## config.mk

```make
export PLATFORM = sky130hd
export DESIGN_NAME = mips_instr_encoder
export DESIGN_NICKNAME = d
export VERILOG_FILES = /design/src/rtl/mips_instr_encoder.sv
export SDC_FILE = /design/constraint.sdc
export NUM_CORES = 1
export LEC_CHECK = 0
export CORE_UTILIZATION = 29
export DETAILED_ROUTE_END_ITERATION = 7
export GPL_TIMING_DRIVEN = 0
export HOLD_SLACK_MARGIN = 0.05
export PLACE_DENSITY_LB_ADDON = 0.08
export SLEW_MARGIN = 15
export SYNTH_ARGS = -nofsm -noshare
export SYNTH_HDL_FRONTEND = slang
export SYNTH_SLANG_ARGS = --single-unit
```

## constraint.sdc

```tcl
create_clock -name clk -period 1.4 [get_ports clk]
set_input_delay 0.21 -clock clk [delete_from_list [all_inputs] [get_ports clk]]
set_output_delay 0.21 -clock clk [all_outputs]
set_load 0.01 [all_outputs]
```

## src/rtl/mips_instr_encoder.sv

```systemverilog
// ---------------------------------------------------------------------------
// mips_instr_encoder
//
// Program-loader front end that turns decoded instruction fields back into
// 32-bit MIPS words and writes them into instruction memory at consecutive
// word addresses. It covers exactly the opcode set the main control decoder
// accepts: R-type, lw, sw, beq, bne, addi, j, jal and jr.
//
// Ports
//   clk, rst          system clock, synchronous active-high reset
//   start             opens a load session (only looked at while idle)
//   in_valid/in_ready field handshake; a transfer is in_valid & in_ready
//   in_kind           0=R 1=LW 2=SW 3=BEQ 4=BNE 5=ADDI 6=J 7=JAL 8=JR
//   in_rs..in_target  raw instruction fields
//   in_last           marks the final instruction of the session
//   imem_we/addr/wdata/ready   write port toward instruction memory
//   busy, done        session status; done is a one-cycle pulse
//   count             number of words written in this session
//   err_illegal_kind  sticky: a kind of 9..15 was offered
//   err_overflow      sticky: the word address wrapped past all-ones
// ---------------------------------------------------------------------------
module mips_instr_encoder #(
    parameter int ADDR_W    = 8,
    parameter int BASE_ADDR = 0
) (
    input  logic              clk,
    input  logic              rst,
    input  logic              start,
    input  logic              in_valid,
    output logic              in_ready,
    input  logic [3:0]        in_kind,
    input  logic [4:0]        in_rs,
    input  logic [4:0]        in_rt,
    input  logic [4:0]        in_rd,
    input  logic [4:0]        in_shamt,
    input  logic [5:0]        in_funct,
    input  logic [15:0]       in_imm,
    input  logic [25:0]       in_target,
    input  logic              in_last,
    output logic              imem_we,
    output logic [ADDR_W-1:0] imem_addr,
    output logic [31:0]       imem_wdata,
    input  logic              imem_ready,
    output logic              busy,
    output logic              done,
    output logic [ADDR_W:0]   count,
    output logic              err_illegal_kind,
    output logic              err_overflow
);

    localparam logic [ADDR_W-1:0] BASE     = ADDR_W'(BASE_ADDR);
    localparam logic [ADDR_W-1:0] ADDR_ONE = ADDR_W'(1);
    localparam logic [ADDR_W:0]   CNT_ONE  = (ADDR_W + 1)'(1);

    // Kind codes presented on in_kind
    localparam logic [3:0] K_R    = 4'd0;
    localparam logic [3:0] K_LW   = 4'd1;
    localparam logic [3:0] K_SW   = 4'd2;
    localparam logic [3:0] K_BEQ  = 4'd3;
    localparam logic [3:0] K_BNE  = 4'd4;
    localparam logic [3:0] K_ADDI = 4'd5;
    localparam logic [3:0] K_J    = 4'd6;
    localparam logic [3:0] K_JAL  = 4'd7;
    localparam logic [3:0] K_JR   = 4'd8;

    // Primary opcodes (bits 31:26)
    localparam logic [5:0] OP_SPECIAL = 6'b000000;
    localparam logic [5:0] OP_LW      = 6'b100011;
    localparam logic [5:0] OP_SW      = 6'b101011;
    localparam logic [5:0] OP_BEQ     = 6'b000100;
    localparam logic [5:0] OP_BNE     = 6'b000101;
    localparam logic [5:0] OP_ADDI    = 6'b001000;
    localparam logic [5:0] OP_J       = 6'b000010;
    localparam logic [5:0] OP_JAL     = 6'b000011;
    localparam logic [5:0] FN_JR      = 6'b001000;

    typedef enum logic [1:0] {
        IDLE   = 2'd0,
        ACCEPT = 2'd1,
        WRITE  = 2'd2,
        DONE   = 2'd3
    } state_t;

    state_t             state_q;
    state_t             state_d;
    logic [ADDR_W-1:0]  addr_q;
    logic [31:0]        wdata_q;
    logic               last_q;
    logic [ADDR_W:0]    count_q;
    logic               err_ill_q;
    logic               err_ovf_q;

    logic               kind_ok;
    logic               xfer;
    logic               wr_accept;
    logic [31:0]        enc_word;

    function automatic logic legal_kind(input logic [3:0] kind);
        return (kind <= K_JR);
    endfunction

    function automatic logic [31:0] i_type(input logic [5:0] op,
                                           input logic [4:0] rs,
                                           input logic [4:0] rt,
                                           input logic [15:0] imm);
        return {op, rs, rt, imm};
    endfunction

    function automatic logic [31:0] j_type(input logic [5:0] op,
                                           input logic [25:0] target);
        return {op, target};
    endfunction

    // Builds the machine word for one instruction. Fields a kind does not
    // use are simply left out of its layout.
    function automatic logic [31:0] encode(input logic [3:0]  kind,
                                           input logic [4:0]  rs,
                                           input logic [4:0]  rt,
                                           input logic [4:0]  rd,
                                           input logic [4:0]  shamt,
                                           input logic [5:0]  funct,
                                           input logic [15:0] imm,
                                           input logic [25:0] target);
        logic [31:0] w;
        w = 32'h0;
        case (kind)
            K_R:    w = {OP_SPECIAL, rs, rt, rd, shamt, funct};
            K_LW:   w = i_type(OP_LW,   rs, rt, imm);
            K_SW:   w = i_type(OP_SW,   rs, rt, imm);
            K_BEQ:  w = i_type(OP_BEQ,  rs, rt, imm);
            K_BNE:  w = i_type(OP_BNE,  rs, rt, imm);
            K_ADDI: w = i_type(OP_ADDI, rs, rt, imm);
            K_J:    w = j_type(OP_J,   target);
            K_JAL:  w = j_type(OP_JAL, target);
            K_JR:   w = {OP_SPECIAL, rs, 5'd0, 5'd0, 5'd0, FN_JR};
            default: w = 32'h0;
        endcase
        return w;
    endfunction

    assign kind_ok   = legal_kind(in_kind);
    assign xfer      = (state_q == ACCEPT) && in_valid;
    assign wr_accept = (state_q == WRITE) && imem_ready;
    assign enc_word  = encode(in_kind, in_rs, in_rt, in_rd, in_shamt,
                              in_funct, in_imm, in_target);

    // Next-state and state-decoded outputs
    always_comb begin
        state_d  = state_q;
        in_ready = 1'b0;
        imem_we  = 1'b0;
        busy     = 1'b1;
        done     = 1'b0;
        case (state_q)
            IDLE: begin
                busy = 1'b0;
                if (start) begin
                    state_d = ACCEPT;
                end
            end
            ACCEPT: begin
                in_ready = 1'b1;
                if (in_valid) begin
                    if (kind_ok) begin
                        state_d = WRITE;
                    end else if (in_last) begin
                        // An illegal final kind still closes the session.
                        state_d = DONE;
                    end
                end
            end
            WRITE: begin
                imem_we = 1'b1;
                if (imem_ready) begin
                    state_d = last_q ? DONE : ACCEPT;
                end
            end
            DONE: begin
                done    = 1'b1;
                state_d = IDLE;
            end
            default: begin
                state_d = IDLE;
            end
        endcase
    end

    // State, address, word and status registers
    always_ff @(posedge clk) begin
        if (rst) begin
            state_q   <= IDLE;
            addr_q    <= BASE;
            wdata_q   <= 32'h0;
            last_q    <= 1'b0;
            count_q   <= '0;
            err_ill_q <= 1'b0;
            err_ovf_q <= 1'b0;
        end else begin
            state_q <= state_d;

            if ((state_q == IDLE) && start) begin
                addr_q    <= BASE;
                count_q   <= '0;
                err_ill_q <= 1'b0;
                err_ovf_q <= 1'b0;
            end

            if (xfer) begin
                if (kind_ok) begin
                    wdata_q <= enc_word;
                    last_q  <= in_last;
                end else begin
                    err_ill_q <= 1'b1;
                end
            end

            if (wr_accept) begin
                // The address is allowed to wrap; the wrap is flagged but
                // loading carries on from address zero.
                addr_q  <= addr_q + ADDR_ONE;
                count_q <= count_q + CNT_ONE;
                if (&addr_q) begin
                    err_ovf_q <= 1'b1;
                end
            end
        end
    end

    assign imem_addr        = addr_q;
    assign imem_wdata       = wdata_q;
    assign count            = count_q;
    assign err_illegal_kind = err_ill_q;
    assign err_overflow     = err_ovf_q;

endmodule

```

==> results.py, run 1 <==
metrics = {
    "run_status": {
        "status": "finished with violations",
        "violations": "DRC, setup timing",
    },
    "route": {
        "dr_wl_met3_um": 578,
        "wire_per_inst_um": 16.9,
        "route.detailed.drc": 8,
        "dr.pass1.iters": 7,
        "wl_met1_mm": 4.26,
        "routed_wl_mm": 9.71,
        "ant_nets": 0,
        "via_per_inst": 5.30,
        "drtIter0Drc": 61,
        "maxUsedRoutingLayer": "met4",
        "num_vias": 3043,
        "wl_met2_mm": 4.70,
    },
    "global_routing": {
        "grt_overflow_total": 0,
        "grt_max_degree": 18,
        "grt_pass1_vias": 2882,
        "antenna_found_initial": 0,
        "grt_pass1_wl_mm": 14.5,
        "grt_use_total_pct": 19.1,
    },
    "power": {
        "ir_drop_mv": 0.404,
        "combPwrFrac_pct": 25.7,
        "leakage_nw": 1.93,
        "switchingPower_mw": 0.971,
        "p_seq_share_pct": 46.9,
        "power.density_nw_per_um2": 703,
        "clock_power_share_pct": 27.4,
        "power.internal_mw": 2.38,
        "switching_share_pct": 29.0,
    },
    "finish": {
        "layout_common_cells": "71 x clkdlybuf4s50_1, 50 x dlygate4sd2_1, 36 x dfxtp_1",
        "final_nets": 545,
        "multiInputGateArea_um2": 1780,
        "syn_to_final_growth_pct": 78.1,
        "layout_commonest_cell": "clkdlybuf4s50_1",
        "antenna_cells": 0,
        "seqCellArea_um2": 1100,
        "final_layout_size_suffix_gt1_share_pct": 30.0,
        "n_fill_cell": 844,
    },
    "floorplanning": {
        "die-area_um2": 9610,
        "fp.dieW_um": 98.0,
        "coreArea_um2": 8810,
        "ioPinCount": 133,
        "rows": 34,
        "start_util_pct": 30.4,
        "fp.dieH_um": 98.0,
    },
    "setup_path": {
        "critPathLaunchType": "register",
        "cp_max_fo": 4,
        "ff2ff_path_depth": 5,
        "cp.required_ns": 1.19,
        "end_kind": "output port",
        "worstPathArrival_ns": 1.27,
        "timing_worst_setup_path_type": "reg -> out",
    },
    "synthesis": {
        "ys.flop_type": "dfxtp_1",
        "yosysWarnings": 0,
        "seq_area_frac_synth_pct": 39.7,
        "synth_cells": 310,
        "syn_nets": 390,
        "ys_types": 45,
        "synth_area_leaders": "dfxtp_1 40%, nor2_1 5.5%, a21oi_1 5.1%",
        "synth_async_sr_flop_share_pct": 0,
        "yosys.area.top_type": "dfxtp_1",
        "synth_top_cell_area_share_pct": 39.7,
        "syn_area_per_cell_um2": 8.63,
        "syn-cell-area_um2": 2670,
        "synth_edf_count": 0,
        "yosys_register_bits": 53,
    },
    "cts": {
        "cts-root-buf": "clkbuf_8",
        "clk_latency_ns": 0.32,
        "cts.path.max_buffers": 2,
        "cts_buffers": 5,
        "path_clk_slew_ns": 0.11,
        "numClockSinks": 53,
        "cts_tree": "built",
        "h-tree-depth": 2,
    },
    "sta": {
        "rsz0062_at_grt": "yes",
        "hold_violations": 0,
        "worst_slack_ns": -0.0819,
        "timing.fmax_mhz": 675,
        "setup_viol": 40,
        "clock_skew_ns": 0.0132,
        "slew_headroom_pct": 53.6,
        "hold-worst-slack_ns": 0.330,
        "fin_crit_ns": 1.48,
        "fin_setup_tns_ns": -1.16,
        "slew_viol_final": 0,
        "tightest_slew_ns": 0.696,
        "fin_crit_sh_pct": 106,
    },
    "job": {
        "drv_cap": 0,
    },
    "min_path": {
        "min_path_cells": 2,
        "hp-class": "in -> reg",
    },
    "place": {
        "gp_congestion": 0.812,
        "port_buffers": 127,
        "dp_hpwl_mm": 6.63,
    },
}
Yosys cell counts (4+ instances only):
library cell  count
mux2i_1           5
o21ai_0           5
a2bb2oi_1        15
buf_4             4
a21oi_1          27
buf_2             7
nand4b_1          4
nor3_1            6
a32oi_1          15
and2_1            4
nand4_1           4
or4_1             4
clkbuf_1         16
a221oi_1          6
a211oi_1         16
or3_1            13
dfxtp_1          53
nand2_1          19
nor2_1           39
nand3_1           4
area by class of cell:
type	instances	share of cell area, %
Clock inverter	3	0.447
Sequential cell	53	23.0
Inverter	2	0.158
Buffer	26	4.44
Tap cell	108	2.84
Timing Repair Buffer	150	30.2
Clock buffer	5	1.44
Multi-Input combinational cell	227	37.4
routing by layer:
| layer | track usage [%] | up-vias |
|---|---|---|
| met2 | 31.7 | 93 |
| met4 | 5.83 | 0 |
| met3 | 4.08 | 16 |
| li1 | - | 1481 |
| met5 | 0 | - |
| met1 | 24.7 | 1453 |
stage by stage:
stage | setup WS [ns] | utilization [%] | instance area, µm² | instances | power (mW)
finish | -0.0819 | 54.1 | 4760 | 574 | 3.35
global route | -0.124 | 54.1 | 4760 | 574 | 3.50
CTS | -0.144 | 51.1 | 4500 | 569 | 3.31
detailed placement | -0.763 | 46.4 | 4090 | 545 | 2.31
global placement | -0.765 | 46.4 | 4090 | 545 | 2.31
floorplan | -0.0122 | - | 2680 | 310 | 1.93
final timing paths:
path	from	end	slack [ns]
max	state_q[0]$_SDFFE_PP0P_	busy	-0.08
max reg2reg	state_q[0]$_SDFFE_PP0P_	count[3]$_SDFFE_PP0P_	-0.07
min reg2reg	last_q$_SDFFE_PP0P_	last_q$_SDFFE_PP0P_	0.45
min	rst	imem_addr[6]$_SDFFE_PP0P_	0.33
sequential cells by signal (all words and copies together) (netlist names):
register,flops
state_q,2
count,9
err_illegal_kind,1
imem_wdata,31
imem_addr,8
err_overflow,1
last_q,1
critical path, cell delays in order (launching register included):
cell and delay (ns):
dfxtp_4 0.38, buf_6 0.12, buf_4 0.12, or2_4 0.22
buf_6 0.12
cell families (layout without fill, tap and decap cells):
group / count (synthesis) / in the layout / share of synthesized area [%]
flops: 53 / 53 / 39.7
compound gates: 99 / 99 / 27.2
simple gates: 115 / 116 / 23.0
mux: 6 / 6 / 2.29
xor+xnor: 3 / 3 / 0.983
other cells: 1 / 1 / 0.140
fa+ha+maj: 2 / 2 / 0.936
buf+inv: 31 / 186 / 5.80
power groups by stage:
stage,sequential [mW],clock [mW],combinational (mW)
after floorplan,1.63,0,0.300
after global placement,1.61,0,0.696
after detailed placement,1.61,0,0.700
after CTS,1.57,0.951,0.794
after global routing,1.58,1.01,0.920
final,1.57,0.917,0.861
repair_timing:
item                       CTS  global route
pin swaps                   38            22
resized for setup          150            61
hold buffers                 0             0
buffers inserted            13             7
setup endpoints to repair  103            54
gates cloned                 5             0
Note: power is estimated with default switching activity, not from simulation.
==> inputs of run 2 (changes only) <==
CORE_UTILIZATION = 40   (was 29)
clock period = 1.7 ns   (was 1.4 ns; I/O delays follow)
==> run 2 against run 1 <==
Clock skew down 0.0036 ns. Highest routed layer unchanged. First-iteration DRC count up 70%. Setup slack better by 0.14 ns. Clock power down 4.6%. Non-clock buffer count down 20. Final area down 12%. The flow now finishes without violations. Sequential cell count unchanged. Critical path depth down 3.
==> results.py, run 2 (synthesis results as in run 1) <==
metrics = {
    "floorplanning": {
        "rows": 29,
        "ioPinCount": 133,
        "fp.dieH_um": 83.8,
        "fp.dieW_um": 83.8,
        "coreArea_um2": 6390,
        "start_util_pct": 41.9,
        "die-area_um2": 7020,
    },
    "finish": {
        "n_fill_cell": 589,
        "layout_commonest_cell": "clkdlybuf4s50_1",
        "fin_cells": 522,
        "layout_common_cells": "122 x clkdlybuf4s50_1, 51 x dfxtp_1, 39 x nor2_1",
        "final_layout_size_suffix_gt1_share_pct": 8.76,
        "seqCellArea_um2": 1070,
        "final_nets": 524,
        "multiInputGateArea_um2": 1480,
        "syn_to_final_growth_pct": 57.2,
        "antenna_cells": 0,
        "largest_register_ffs": 31,
    },
    "sta": {
        "rsz0062_at_grt": "no",
        "tightest_slew_ns": 0.526,
        "slew_headroom_pct": 65.0,
        "fin_crit_ns": 1.64,
        "timing.fmax_mhz": 610,
        "slew_viol_final": 0,
        "hold_violations": 0,
        "setup_viol": 0,
        "hold-worst-slack_ns": 0.391,
        "clock_skew_ns": 0.00963,
        "fin_crit_sh_pct": 96.5,
    },
    "route": {
        "dr.pass1.iters": 4,
        "wire_per_inst_um": 15.3,
        "route.detailed.drc": 0,
        "routed_wl_mm": 8.01,
        "ant_nets": 0,
        "num_vias": 2907,
        "via_per_inst": 5.57,
        "drtIter0Drc": 104,
    },
    "power": {
        "leakage_nw": 1.48,
        "totalPowerFinal_mw": 2.75,
        "ir_drop_mv": 0.470,
        "power.density_nw_per_um2": 653,
    },
    "cts": {
        "cts-root-buf": "clkbuf_8",
        "h-tree-depth": 2,
        "hold_buffers": 0,
        "clk_latency_ns": 0.31,
        "cts.path.max_buffers": 2,
        "cts_buffers": 5,
        "numClockSinks": 53,
        "cts_tree": "built",
        "post-cts-setup-buffer-count": 0,
        "path_clk_slew_ns": 0.11,
    },
    "run_status": {
        "status": "completed",
    },
    "min_path": {
        "hp-class": "in -> reg",
    },
    "place": {
        "dp_hpwl_mm": 5.99,
        "place_inst": 514,
        "port_buffers": 127,
        "gp_congestion": 0.856,
    },
    "global_routing": {
        "grt_overflow_total": 0,
        "grt_pass1_wl_mm": 13.1,
        "grt_max_degree": 18,
        "antenna_found_initial": 0,
        "grt_use_total_pct": 22.8,
        "grt_pass1_vias": 2680,
    },
    "setup_path": {
        "critPathLaunchType": "register",
        "end_kind": "output port",
        "path_delay_family": "buffers and inverters",
        "cp.required_ns": 1.44,
        "timing_worst_setup_path_type": "reg -> out",
        "worstPathArrival_ns": 1.39,
        "crit_chain": "clkdlybuf4s50_1",
        "cp_num_buf_inv": 1,
        "slowest_stage": "clkdlybuf4s50_1",
        "cp_max_fo": 8,
        "critPathMaxStageDelay_ns": 0.59,
    },
    "job": {
        "drv_cap": 0,
    },
}
[run 2: changes by cell type in the layout (fill, tap and decap cells not counted), sizes merged]
| cell | previous run | this run |
|---|---|---|
| inv | 3 | 2 |
| bufinv | 0 | 1 |
| and2 | 5 | 4 |
| dlygate4sd2 | 50 | 2 |
| dlymetal6s2s | 2 | 3 |
| buf | 38 | 14 |
| clkdlybuf4s50 | 71 | 122 |
[run 2: report_power, final]
group          internal, mW  switching [mW]  total (mW)
Sequential             1.27          0.0242        1.30
Clock                 0.441           0.434       0.875
Combinational         0.327           0.243       0.571
[run 2: path summary, 6_finish.rpt]
check / startpoint / endpoint / slack (ns) / cells after the start
hold reg to reg: imem_wdata[18]$_SDFFE_PP0P_ / imem_wdata[18]$_SDFFE_PP0P_ / 0.46 / 2
setup reg to reg: imem_addr[0]$_SDFFE_PP0P_ / imem_addr[6]$_SDFFE_PP0P_ / 0.15 / 5
hold / removal: imem_ready / state_q[1]$_SDFFE_PP0P_ / 0.39 / 4
setup / recovery: count[2]$_SDFFE_PP0P_ / count[2] / 0.06 / 1
[run 2: layout make-up]
class | instances | area share (%)
Timing Repair Buffer | 127 | 30.4
Buffer | 29 | 3.75
Multi-Input combinational cell | 226 | 35.2
Inverter | 2 | 0.179
Clock inverter | 3 | 1.10
Clock buffer | 5 | 1.64
Sequential cell | 53 | 25.4
Tap cell | 77 | 2.29
[run 2: worst min-delay path: stages]
cell and delay [ns]:
dlymetal6s2s_1 0.15, inv_1 0.06, o21ai_0 0.14, a21oi_1 0.06
[run 2: metrics by stage]
| step | cell area (µm²) | utilization, % | setup TNS, ns | setup WS (ns) |
|---|---|---|---|---|
| global route | 4200 | 65.8 | 0 | 0.00859 |
| CTS | 4170 | 65.3 | 0 | 0.00939 |
| global placement | 4040 | 63.3 | -12.22 | -0.443 |
| detailed placement | 4040 | 63.3 | -13.08 | -0.470 |
| floorplan | 2670 | - | 0 | 0.235 |
| finish | 4200 | 65.8 | 0 | 0.0597 |
[run 2: timing repair]
| action | 4_1_cts | 5_1_grt |
|---|---|---|
| gates resized for setup | 10 | 15 |
| pin swaps | 0 | 1 |
| endpoints found under the setup margin | 29 | 17 |
[run 2: routing by layer]
layer | vias up | routed length [µm] | GRT usage, %
li1 | 1439 | - | -
met1 | 1357 | 3650 | 30.2
met2 | 104 | 3700 | 37.8
met3 | 7 | 591 | 5.04
met4 | 0 | 59 | 5.08
met5 | - | 0 | 0
==> inputs of run 3 (changes only) <==
ABC_AREA = 1   (was default)
CORE_UTILIZATION = 42   (was 40)
RECOVER_POWER = 100   (was default)
==> run 3 against run 2 <==
Sequential cell count stayed put. Die area is 5.9% higher. Via count is 17% higher.
==> results.py, run 3 <==
metrics = {
    "floorplanning": {
        "ioPinCount": 133,
        "coreArea_um2": 6830,
        "die-area_um2": 7430,
        "rows": 30,
        "start_util_pct": 43.6,
        "fp.dieW_um": 86.2,
        "fp.dieH_um": 86.2,
    },
    "setup_path": {
        "critPathLaunchType": "register",
        "worstPathArrival_ns": 1.36,
        "slowest_stage": "dlygate4sd3_1",
        "path_delay_family": "buffers and inverters",
        "end_kind": "output port",
        "cp.required_ns": 1.44,
        "crit_chain": "dlygate4sd3_1",
        "timing_worst_setup_path_type": "reg -> out",
        "cp_max_fo": 6,
        "critPathMaxStageDelay_ns": 0.63,
        "cp_num_buf_inv": 1,
    },
    "cts": {
        "hold_buffers": 0,
        "path_clk_slew_ns": 0.10,
        "cts_buffers": 5,
        "cts.path.max_buffers": 2,
        "h-tree-depth": 2,
        "clk_latency_ns": 0.31,
        "numClockSinks": 53,
        "cts-root-buf": "clkbuf_8",
        "cts_tree": "built",
    },
    "finish": {
        "final_nets": 684,
        "layout_commonest_cell": "nand2_1",
        "syn_to_final_growth_pct": 52.0,
        "final_layout_size_suffix_gt1_share_pct": 6.78,
        "largest_register_ffs": 31,
        "antenna_cells": 0,
        "layout_common_cells": "134 x nand2_1, 79 x clkdlybuf4s50_1, 58 x inv_1",
    },
    "power": {
        "leakage_nw": 2.11,
        "totalPowerFinal_mw": 3.06,
        "power.density_nw_per_um2": 677,
        "ir_drop_mv": 0.534,
    },
    "synthesis": {
        "synth_cells": 467,
        "yosysWarnings": 0,
        "synth_top_cell_area_share_pct": 35.6,
        "ys_top_cells_by_count": "134 x nand2_1, 58 x inv_1, 53 x a21oi_1, 53 x dfxtp_1, 43 x nor2_1",
        "synth_async_sr_flop_share_pct": 0,
        "yosys.area.top_type": "dfxtp_1",
        "synth_most_common_cell": "nand2_1",
        "yosys_register_bits": 53,
        "syn_area_per_cell_um2": 6.37,
        "syn_nets": 547,
        "ys.flop_type": "dfxtp_1",
        "seq_area_frac_synth_pct": 35.6,
        "syn-cell-area_um2": 2980,
        "synth_edf_count": 0,
        "ys_types": 28,
        "synth_area_leaders": "dfxtp_1 36%, nand2_1 17%, a21oi_1 8.9%",
    },
    "global_routing": {
        "grtUsageMet2_pct": 42.1,
        "grt_max_degree": 17,
        "grtUsageMet3_pct": 4.67,
        "grt_use_total_pct": 24.1,
        "busiest_layer": "met2",
        "grt_overflow_total": 0,
        "antenna_found_initial": 0,
        "grt_pass1_wl_mm": 14.4,
        "grt_pass1_vias": 3106,
        "grtUsageMet1_pct": 30.3,
    },
    "place": {
        "dp_hpwl_mm": 6.56,
        "gp_congestion": 0.817,
        "port_buffers": 130,
    },
    "sta": {
        "hold_violations": 0,
        "hold-worst-slack_ns": 0.276,
        "timing.fmax_mhz": 619,
        "fin_crit_sh_pct": 95.1,
        "tightest_slew_ns": 0.546,
        "setup_viol": 0,
        "slew_viol_final": 0,
        "slew_headroom_pct": 63.6,
        "fin_crit_ns": 1.62,
        "rsz0062_at_grt": "no",
        "clock_skew_ns": 0.00544,
    },
    "route": {
        "routed_wl_mm": 8.58,
        "wire_per_inst_um": 12.2,
        "dr.pass1.iters": 4,
        "via_per_inst": 4.86,
        "num_vias": 3404,
        "route.detailed.drc": 0,
        "drtIter0Drc": 133,
        "ant_nets": 0,
    },
    "run_status": {
        "status": "completed",
    },
    "min_path": {
        "hp-class": "in -> reg",
    },
    "job": {
        "drv_cap": 0,
    },
}
[run 3: layout make-up]
class	instances	area (µm²)
plain buffers	21	136
inverters	61	229
well taps	96	120
repair buffers	131	1330
multi-input cells	331	1540
flip-flops and latches	53	1060
clock inverters	2	38.8
fillers	648	2310
clock buffers	6	72.6
[run 3: worst paths after layout]
| kind | startpoint | end | slack, ns | cells after the start |
|---|---|---|---|---|
| min reg2reg | imem_wdata[16]$_SDFFE_PP0P_ | imem_wdata[16]$_SDFFE_PP0P_ | 0.45 | 2 |
| min | in_kind[3] | err_illegal_kind$_SDFF_PP0_ | 0.28 | 3 |
| max reg2reg | state_q[0]$_SDFFE_PP0P_ | count[6]$_SDFFE_PP0P_ | 0.21 | 7 |
| max | imem_addr[2]$_SDFFE_PP0P_ | imem_addr[2] | 0.08 | 1 |
[run 3: cells by family after synthesis]
group	Yosys count	share of synthesized area, %
and+or+nand+nor	228	33.3
AOI/OAI and AO/OA	99	16.8
buffers and inverters	83	12.7
DFF	53	35.6
adders and majority gates	2	0.841
xor gates and xnor gates	1	0.547
other	1	0.126
[run 3: through the flow]
step	setup TNS (ns)	std cells	utilization [%]	worst slack (ns)	cell area [µm²]
CTS	0	701	66.0	0.00449	4510
global placement	-7.95	693	64.4	-0.314	4400
detailed placement	-8.55	693	64.4	-0.317	4400
finish	0	701	66.2	0.0840	4520
floorplan	0	467	-	0.422	2980
global route	0	701	66.2	0.0271	4520
[run 3: layer usage]
layer,share of wire (%),vias to the layer above
li1,-,1752
met2,49,102
met4,1.1,0
met5,0,-
met3,5.7,7
met1,44,1543
[run 3: what timing repair did]
item	in CTS	in global routing
endpoints found under the setup margin	2	27
pin swaps	0	1
buffers inserted	0	1
resized for setup	3	7
[run 3: power breakdown]
part           switching, mW  total, mW  internal [mW]  leakage, nW
Sequential            0.0494       1.36           1.31        0.430
Combinational          0.416      0.827          0.411         1.62
Clock                  0.431      0.874          0.443       0.0554
